## config.mk

```make
export PLATFORM = sky130hd
export DESIGN_NAME = mips_writeback
export DESIGN_NICKNAME = d
export VERILOG_FILES = /design/src/rtl/mips_writeback.sv
export SDC_FILE = /design/constraint.sdc
export NUM_CORES = 1
export LEC_CHECK = 0
export BUFFER_PORTS_ARGS = -buffer_cell sky130_fd_sc_hd__buf_2
export CORE_MARGIN = 2
export CORE_UTILIZATION = 30
export CTS_CLUSTER_DIAMETER = 60
export DETAILED_ROUTE_END_ITERATION = 10
export PLACE_DENSITY = 0.45
export SYNTH_ARGS = -nofsm -noshare
export SYNTH_HDL_FRONTEND = slang
export SYNTH_SLANG_ARGS = --single-unit
```

## constraint.sdc

```tcl
create_clock -name clk -period 6.8 [get_ports clk]
set_input_delay 0.34 -clock clk [delete_from_list [all_inputs] [get_ports clk]]
set_output_delay 0.34 -clock clk [all_outputs]
set_load 0.05 [all_outputs]
```

## src/rtl/mips_writeback.sv

```systemverilog
`default_nettype none
// ============================================================================
// Module      : mips_writeback
// Description : Register-file write-back stage. Queues tagged R-type ALU
//               results in a small FIFO and drains them to the register file
//               over a strobe/acknowledge handshake. A combinational lookup
//               lets the operand-read path see results that are still queued.
// Revision    : 1.0 - initial release
// ============================================================================
module mips_writeback #(
    parameter int DEPTH  = 4,
    parameter int DATA_W = 32
) (
    input  logic                    clk,
    input  logic                    reset,
    input  logic                    in_valid,
    output logic                    in_ready,
    input  logic [4:0]              in_rd,
    input  logic [5:0]              in_funct,
    input  logic [DATA_W-1:0]       in_data,
    output logic                    rf_write,
    output logic [4:0]              rf_addr,
    output logic [DATA_W-1:0]       rf_data,
    input  logic                    rf_ack,
    input  logic [4:0]              lookup_addr,
    output logic                    lookup_hit,
    output logic [DATA_W-1:0]       lookup_data,
    output logic [$clog2(DEPTH):0]  count
);

    localparam int AW = $clog2(DEPTH);
    localparam int CW = AW + 1;

    localparam logic [5:0]    c_funct_jr = 6'h08;
    localparam logic [CW-1:0] c_full     = CW'(DEPTH);

    // Drain state encoding
    localparam logic [0:0] c_st_idle  = 1'b0;
    localparam logic [0:0] c_st_issue = 1'b1;

    logic [0:0]        r_state;
    logic [0:0]        w_state_nxt;
    logic [AW-1:0]     r_wr_ptr;
    logic [AW-1:0]     r_rd_ptr;
    logic [CW-1:0]     r_count;
    logic [4:0]        r_mem_rd   [DEPTH];
    logic [DATA_W-1:0] r_mem_data [DEPTH];

    logic              w_full;
    logic              w_accept;
    logic              w_push;
    logic              w_pop;
    logic [CW-1:0]     w_count_nxt;
    logic [AW-1:0]     w_idx;

    // Handshake and FIFO bookkeeping. Writes to r0 and jr results are
    // accepted but dropped, since they never update the register file.
    assign w_full      = (r_count == c_full);
    assign in_ready    = !w_full && !reset;
    assign w_accept    = in_valid && in_ready;
    assign w_push      = w_accept && (in_rd != 5'd0) && (in_funct != c_funct_jr);
    assign w_pop       = (r_state == c_st_issue) && rf_ack;
    assign w_count_nxt = r_count + CW'(w_push) - CW'(w_pop);
    assign count       = r_count;

    // Drain state register
    always_ff @(posedge clk) begin
        if (reset) begin
            r_state <= c_st_idle;
        end else begin
            r_state <= w_state_nxt;
        end
    end

    // Drain next-state: issue as soon as anything is queued, go idle once
    // the last entry has been acknowledged.
    always_comb begin
        w_state_nxt = r_state;
        case (r_state)
            c_st_idle: begin
                if (w_count_nxt != '0) begin
                    w_state_nxt = c_st_issue;
                end
            end
            c_st_issue: begin
                if (w_pop && (w_count_nxt == '0)) begin
                    w_state_nxt = c_st_idle;
                end
            end
            default: w_state_nxt = c_st_idle;
        endcase
    end

    // Register-file write port driven from the head entry while issuing;
    // held at zero when idle so the bus is quiet.
    always_comb begin
        rf_write = 1'b0;
        rf_addr  = '0;
        rf_data  = '0;
        if (r_state == c_st_issue) begin
            rf_write = 1'b1;
            rf_addr  = r_mem_rd[r_rd_ptr];
            rf_data  = r_mem_data[r_rd_ptr];
        end
    end

    // FIFO pointers and occupancy; pointers wrap naturally at DEPTH
    always_ff @(posedge clk) begin
        if (reset) begin
            r_wr_ptr <= '0;
            r_rd_ptr <= '0;
            r_count  <= '0;
        end else begin
            if (w_push) begin
                r_wr_ptr <= r_wr_ptr + AW'(1);
            end
            if (w_pop) begin
                r_rd_ptr <= r_rd_ptr + AW'(1);
            end
            r_count <= w_count_nxt;
        end
    end

    // FIFO storage: {rd, data} written at the tail
    always_ff @(posedge clk) begin
        if (reset) begin
            for (int i = 0; i < DEPTH; i++) begin
                r_mem_rd[i]   <= '0;
                r_mem_data[i] <= '0;
            end
        end else if (w_push) begin
            r_mem_rd[r_wr_ptr]   <= in_rd;
            r_mem_data[r_wr_ptr] <= in_data;
        end
    end

    // Forwarding lookup: walk live entries oldest to newest so the last
    // match (the newest value) wins. r0 never forwards.
    always_comb begin
        lookup_hit  = 1'b0;
        lookup_data = '0;
        w_idx       = '0;
        for (int k = 0; k < DEPTH; k++) begin
            w_idx = r_rd_ptr + AW'(k);
            if ((CW'(k) < r_count) && (lookup_addr != 5'd0) &&
                (r_mem_rd[w_idx] == lookup_addr)) begin
                lookup_hit  = 1'b1;
                lookup_data = r_mem_data[w_idx];
            end
        end
    end

endmodule
`default_nettype wire

```

==> results.cfg, run 1 <==
[power_and_ir_drop]
peakVddDrop_v = 0.000173
p_leak_uw = 0.00443
pwr_density_cell_nw_per_um2 = 303

[worst_setup_path]
crit_path_max_incr_delay_ns = 0.82
timing.critical_path.from_type = flip-flop
cp_max_fo = 37
setup.worst_path.end_class = output pin
r2r_setup_slack_ns = 2.59
worst_ep_required_time_ns = 6.46
timing.critical_path.arrival_ns = 4.64
rr_startpoint = count[1]
type_of_the_worst_setup_path = flip-flop to output pin
critPathSlowestCell = or2_2
worst_r2r_endpoint = r_mem_data[1][6]
r2r.worst_path.cells = 6
timing.critical_path.cells = mux4_2 > xor2_1 > nor4_2 > and2_2 > or2_2 > o221ai_1 > buf_2

[place]
place.detailed.hpwl_mm = 20.5
port-buffer-count = 126
detailedPlace.worstSlack_ns = 2.22
place_congestion = 0.717

[cts]
cts.reportedPaths.clkPinSlew_ns = 0.07
cts_resized = 0
h-tree-depth = 4
post_cts.repair.setup_buffers = 0
cts_root_buffer = clkbuf_16
cts_buffer_depth = 2
cts_inserted_buffers = 17
clock_tree_from_tritoncts = yes
clk-insertion-delay-late_ns = 0.43
cts_hold_repair.buffers = 0
cts.sinks = 158

[yosys]
netlist.top_cell.by_area = edfxtp_1
syn-instance-count = 848
synth-warning-count = 0
fraction_of_the_yosys_area_taken_by_sequential_cells = 0.419
net_count_after_synthesis = 905
synth_top_area_frac = 0.401
yosys.cell_types.count = 45
synthArstFlopShare = 0
synth_seq_cells = 158
synth-main-ff-cell = edfxtp_1
post_synth_instance_area_sq_um = 11100
synth_area_per_cell_sq_um = 13.1
number_of_synthesized_flops_with_an_enable_pin = 148
synth_area_leaders = edfxtp_1, mux4_2, and2_1

[floorplanning]
design.core.area_sq_um = 36500
fp-row-count = 70
initial_core_util = 0.303
die_area_sq_um = 38500
die_w_um = 196
total_i_o_pin_count = 127
die_height_um = 196

[layout]
syn_to_final_growth_pct = 13.9
finalNetCount = 972
ff_latch_area_sq_um = 4660
drive_gt1_frac = 0.365
final_common_cell = and2_1
mostFrequentLayoutCells = and2_1, edfxtp_1, mux4_2
layout.filler_cells = 3558
multi_input_area_sq_um = 6030

[sta]
clock-skew-final_ns = 0.00877
finalSetupViolCount = 0
timing.final.ws_setup_ns = 1.82
finalMaxSlewViolations = 0
hold_viol = 0
timing.final.crit_share = 0.732
fin_setup_tns_ns = 0
fmax_mhz = 201
slew_headroom = 0.251
grt_setup_unrepaired = no
period_needed_ns = 4.98
tightest_slew_ns = 1.12

[grt]
grt_antenna_before_repair = 2
grt_first_pass_wirelength_mm = 51.5
grt.overflow.total = 0
grt.total_usage = 0.180
largest_net_degree_at_the_start_of_global_routing = 74
grt_pass1_vias = 8091

[route]
wire_per_inst_um = 24.1
via_count = 7779
firstDrtPassIters = 6
detail_route.drc_violations = 0
routedLengthMet1_mm = 15.3
vias_per_cell = 5.56
drt_iter0_markers = 581
wl_met3_mm = 1.50
topRoutingLayerUsed = met4
wl_mm = 33.8
wl_met2_mm = 16.5
ant_nets = 0

[worst_hold_path]
worst_hold_check_path_type = input pin to flip-flop
whs_path_depth = 2
hold_path_end = r_mem_data[0][1]
min_from = in_data[1]

[run_status]
run_status = finished clean

[run]
max_cap_violations = 0
-- area by class of cell --
| type | count | area share |
|---|---|---|
| multi-input combinational | 592 | 0.478 |
| sequential | 158 | 0.369 |
| timing repair buffer | 139 | 0.0577 |
| tap | 468 | 0.0464 |
| clock buffer | 17 | 0.0337 |
| clock inverter | 15 | 0.0128 |
| inverter | 7 | 0.00208 |
| antenna | 3 | 0.000595 |
-- synth_stat cells, drive strengths merged (2+ instances only) --
library cell  number
a21o               2
a21oi              6
a31oi             32
and2             151
and3              38
buf               40
clkbuf            51
dfxtp             10
edfxtp           148
ha                 4
inv                7
mux2               8
mux2i              6
mux4             138
nand2             70
nand3              5
nand4              2
nor2              17
nor3              10
nor3b             26
o211ai             3
o21ai              9
o221ai            28
or2                4
xnor2             17
xor2               5
-- cells by family after synthesis --
logic type,count (synthesis),share of synthesized area
flip-flops,158,0.419
AO/OA/AOI/OAI,83,0.0526
AND/OR/NAND/NOR,330,0.170
XOR/XNOR,22,0.0181
adder cells (fa/ha/maj),5,0.00632
buffers and inverters,98,0.0400
multiplexers,152,0.294
-- per-stage QoR --
stage | power, uW | instances | hold slack, ns | utilization | instance area [sq um]
floorplan | 2500 | 848 | 0.496 | - | 11100
global placement | 2900 | 1364 | 0.581 | 0.329 | 12000
detailed placement | 2890 | 1364 | 0.590 | 0.329 | 12000
CTS | 3870 | 1396 | 0.210 | 0.345 | 12600
global route | 4020 | 1396 | 0.221 | 0.345 | 12600
finish | 3830 | 1399 | 0.228 | 0.346 | 12600
-- worst max-delay path by stage --
stage / cells past startpoint / slack (ns) / to / startpoint
global route: 7 / 1.44 / lookup_data[30] / r_rd_ptr[0]
CTS: 7 / 1.75 / lookup_data[30] / r_rd_ptr[0]
finish: 7 / 1.82 / lookup_data[30] / r_rd_ptr[0]
global placement: 9 / 2.31 / lookup_data[7] / r_rd_ptr[1]
floorplan: 6 / 3.00 / r_mem_data[2][0] / count[1]
detailed placement: 7 / 2.22 / lookup_data[30] / r_rd_ptr[0]
-- critical path, delay by kind of cell (launching register included) --
family                 cells  cell delay [ns]
XOR/XNOR                   1             0.16
flip-flops                 1             0.75
AO/OA/AOI/OAI              1             0.37
buffers and inverters      1             0.31
multiplexers               1             0.59
AND/OR/NAND/NOR            3             2.01
-- sequential cells by signal, summed over array words and instances, names as in the netlist, named ones only --
signal      count
r_mem_data    128
r_mem_rd       20
count           3
r_rd_ptr        2
r_wr_ptr        2
r_state         1
-- report_power, final --
group / internal [uW] / switching [uW] / total (uW)
logic: 599 / 829 / 1430
clock network: 547 / 431 / 978
registers: 1190 / 231 / 1420
-- metal layers --
metal	vias up	global-route usage
met5	-	0
met4	0	0.0393
met3	26	0.0294
met2	227	0.302
met1	4064	0.247
li1	3462	-
No activity file was read; power rests on OpenSTA's default activity.
==> run 2: changes to the inputs <==
==> constraint.sdc (replaced) <==
create_clock -name clk -period 4.8 [get_ports clk]
set_input_delay 0.24 -clock clk [delete_from_list [all_inputs] [get_ports clk]]
set_output_delay 0.24 -clock clk [all_outputs]
set_load 0.05 [all_outputs]
==> run 2 against run 1 <==
Clock skew is essentially flat. Critical endpoint unchanged. Combinational power up 46%. Wire length is 2.0% higher. First-iteration DRC count is 11% higher. Global-route usage increased by 0.27 points. Flip-flop and latch count is the same. Setup slack got worse by 1.2 ns. Utilization is 0.14 points higher.
==> results.cfg, run 2 (synthesized netlist as in run 1, its figures left out) <==
[floorplanning]
die_w_um = 196
total_i_o_pin_count = 127
fp-row-count = 70
initial_core_util = 0.303
die_height_um = 196
die_area_sq_um = 38500
design.core.area_sq_um = 36500

[sta]
timing.final.crit_share = 0.879
slew_headroom = 0.285
fin_setup_tns_ns = 0
period_needed_ns = 4.22
grt_setup_unrepaired = no
fmax_mhz = 237
finalSetupViolCount = 0
clock-skew-final_ns = 0.00925
finalMaxSlewViolations = 0
hold_viol = 0
tightest_slew_ns = 1.07

[worst_setup_path]
worst_ep_required_time_ns = 4.56
crit_path_max_incr_delay_ns = 0.71
type_of_the_worst_setup_path = flip-flop to output pin
critical-path-top-delay-family = simple AND/OR/NAND/NOR gates
worstSetupPathDepth = 7
critPathSlowestCell = or2_2
cp_max_fo = 33
critPathBufInv = 1
timing.critical_path.from_type = flip-flop
r2r.worst_path.cells = 8
setup.worst_path.end_class = output pin
timing.critical_path.arrival_ns = 3.98
timing.critical_path.cells = mux4_2 > xor2_1 > nor4_2 > and2_2 > or2_2 > o221ai_1 > buf_2

[layout]
postLayoutCellArea_sq_um = 12700
mostFrequentLayoutCells = and2_1, edfxtp_1, mux4_2
final_core_util = 0.347
syn_to_final_growth_pct = 14.4
largest_register_ff_count = 128
largest-register = r_mem_data
finalNetCount = 979
final_common_cell = and2_1
drive_gt1_frac = 0.368
antennaDiodeCount = 0

[cts]
cts_inserted_buffers = 17
clk-insertion-delay-late_ns = 0.43
cts.reportedPaths.clkPinSlew_ns = 0.07
cts_buffer_depth = 2
cts_hold_repair.buffers = 0
clock_tree_from_tritoncts = yes
post_cts.repair.setup_buffers = 0
cts.sinks = 158
h-tree-depth = 4
cts_resized = 0
cts_root_buffer = clkbuf_16

[grt]
grt.overflow.total = 0
grt_antenna_before_repair = 2
largest_net_degree_at_the_start_of_global_routing = 62
grt.total_usage = 0.183
grt_pass1_vias = 7984
grt_first_pass_wirelength_mm = 52.1

[run]
max_cap_violations = 0

[power_and_ir_drop]
peakVddDrop_v = 0.000273
p_leak_uw = 0.00447
pwr_density_cell_nw_per_um2 = 429

[worst_hold_path]
worst_hold_check_path_type = input pin to flip-flop
whs_path_depth = 2

[route]
firstDrtPassIters = 5
ant_nets = 0
wl_mm = 34.4
vias_per_cell = 5.53
detail_route.drc_violations = 0
wire_per_inst_um = 24.5
drt_iter0_markers = 647
via_count = 7758

[place]
port-buffer-count = 126
placedInstanceArea_sq_um = 12100
place.detailed.hpwl_mm = 20.7
place_congestion = 0.785

[run_status]
run_status = finished clean
[run 2: changes by cell type in the layout (fill, tap and decap cells not counted)]
cell | before | now
buf_4 | 13 | 20
inv_8 | 1 | 0
clkinv_1 | 1 | 0
diode_2 | 3 | 0
clkinv_4 | 0 | 1
clkinvlp_4 | 5 | 4
clkbuf_1 | 0 | 3
inv_6 | 5 | 0
bufinv_16 | 2 | 3
clkbuf_8 | 0 | 1
clkinv_2 | 1 | 3
[run 2: layout make-up]
type / count / area (sq um)
Sequential cell: 158 / 4660
Inverter: 7 / 26.3
Multi-Input combinational cell: 592 / 6030
Timing Repair Buffer: 146 / 781
Clock inverter: 11 / 144
Clock buffer: 21 / 450
Fill cell: 3560 / 23800
Tap cell: 468 / 586
[run 2: metrics by stage]
step / total power, uW / setup slack (ns) / hold slack [ns] / cells
after global placement: 4110 / 1.04 / 0.558 / 1371
after CTS: 5510 / 0.464 / 0.104 / 1403
final: 5440 / 0.580 / 0.123 / 1403
after global routing: 5710 / 0.267 / 0.112 / 1403
after detailed placement: 4110 / 0.940 / 0.560 / 1371
after floorplan: 3530 / 1.00 / 0.438 / 848
[run 2: path summary, 6_finish.rpt]
path / start / end / slack (ns)
setup / recovery: r_rd_ptr[0] / lookup_data[30] / 0.58
hold / removal: in_data[5] / r_mem_data[0][5] / 0.12
setup reg to reg: count[1] / r_mem_data[1][23] / 1.55
hold reg to reg: r_wr_ptr[0] / r_wr_ptr[0] / 0.60
[run 2: power by group]
group / internal, uW / leakage, uW / total, uW / switching [uW]
combinational: 855 / 0.00257 / 2090 / 1240
sequential: 1690 / 0.00162 / 1960 / 273
clock: 830 / 0.000279 / 1390 / 563
[run 2: metal layers]
metal,GRT usage,part of all wire,vias up
met5,0,0.00070,-
met3,0.0328,0.046,33
met1,0.249,0.45,4034
li1,-,-,3464
met2,0.306,0.49,223
met4,0.0412,0.011,4
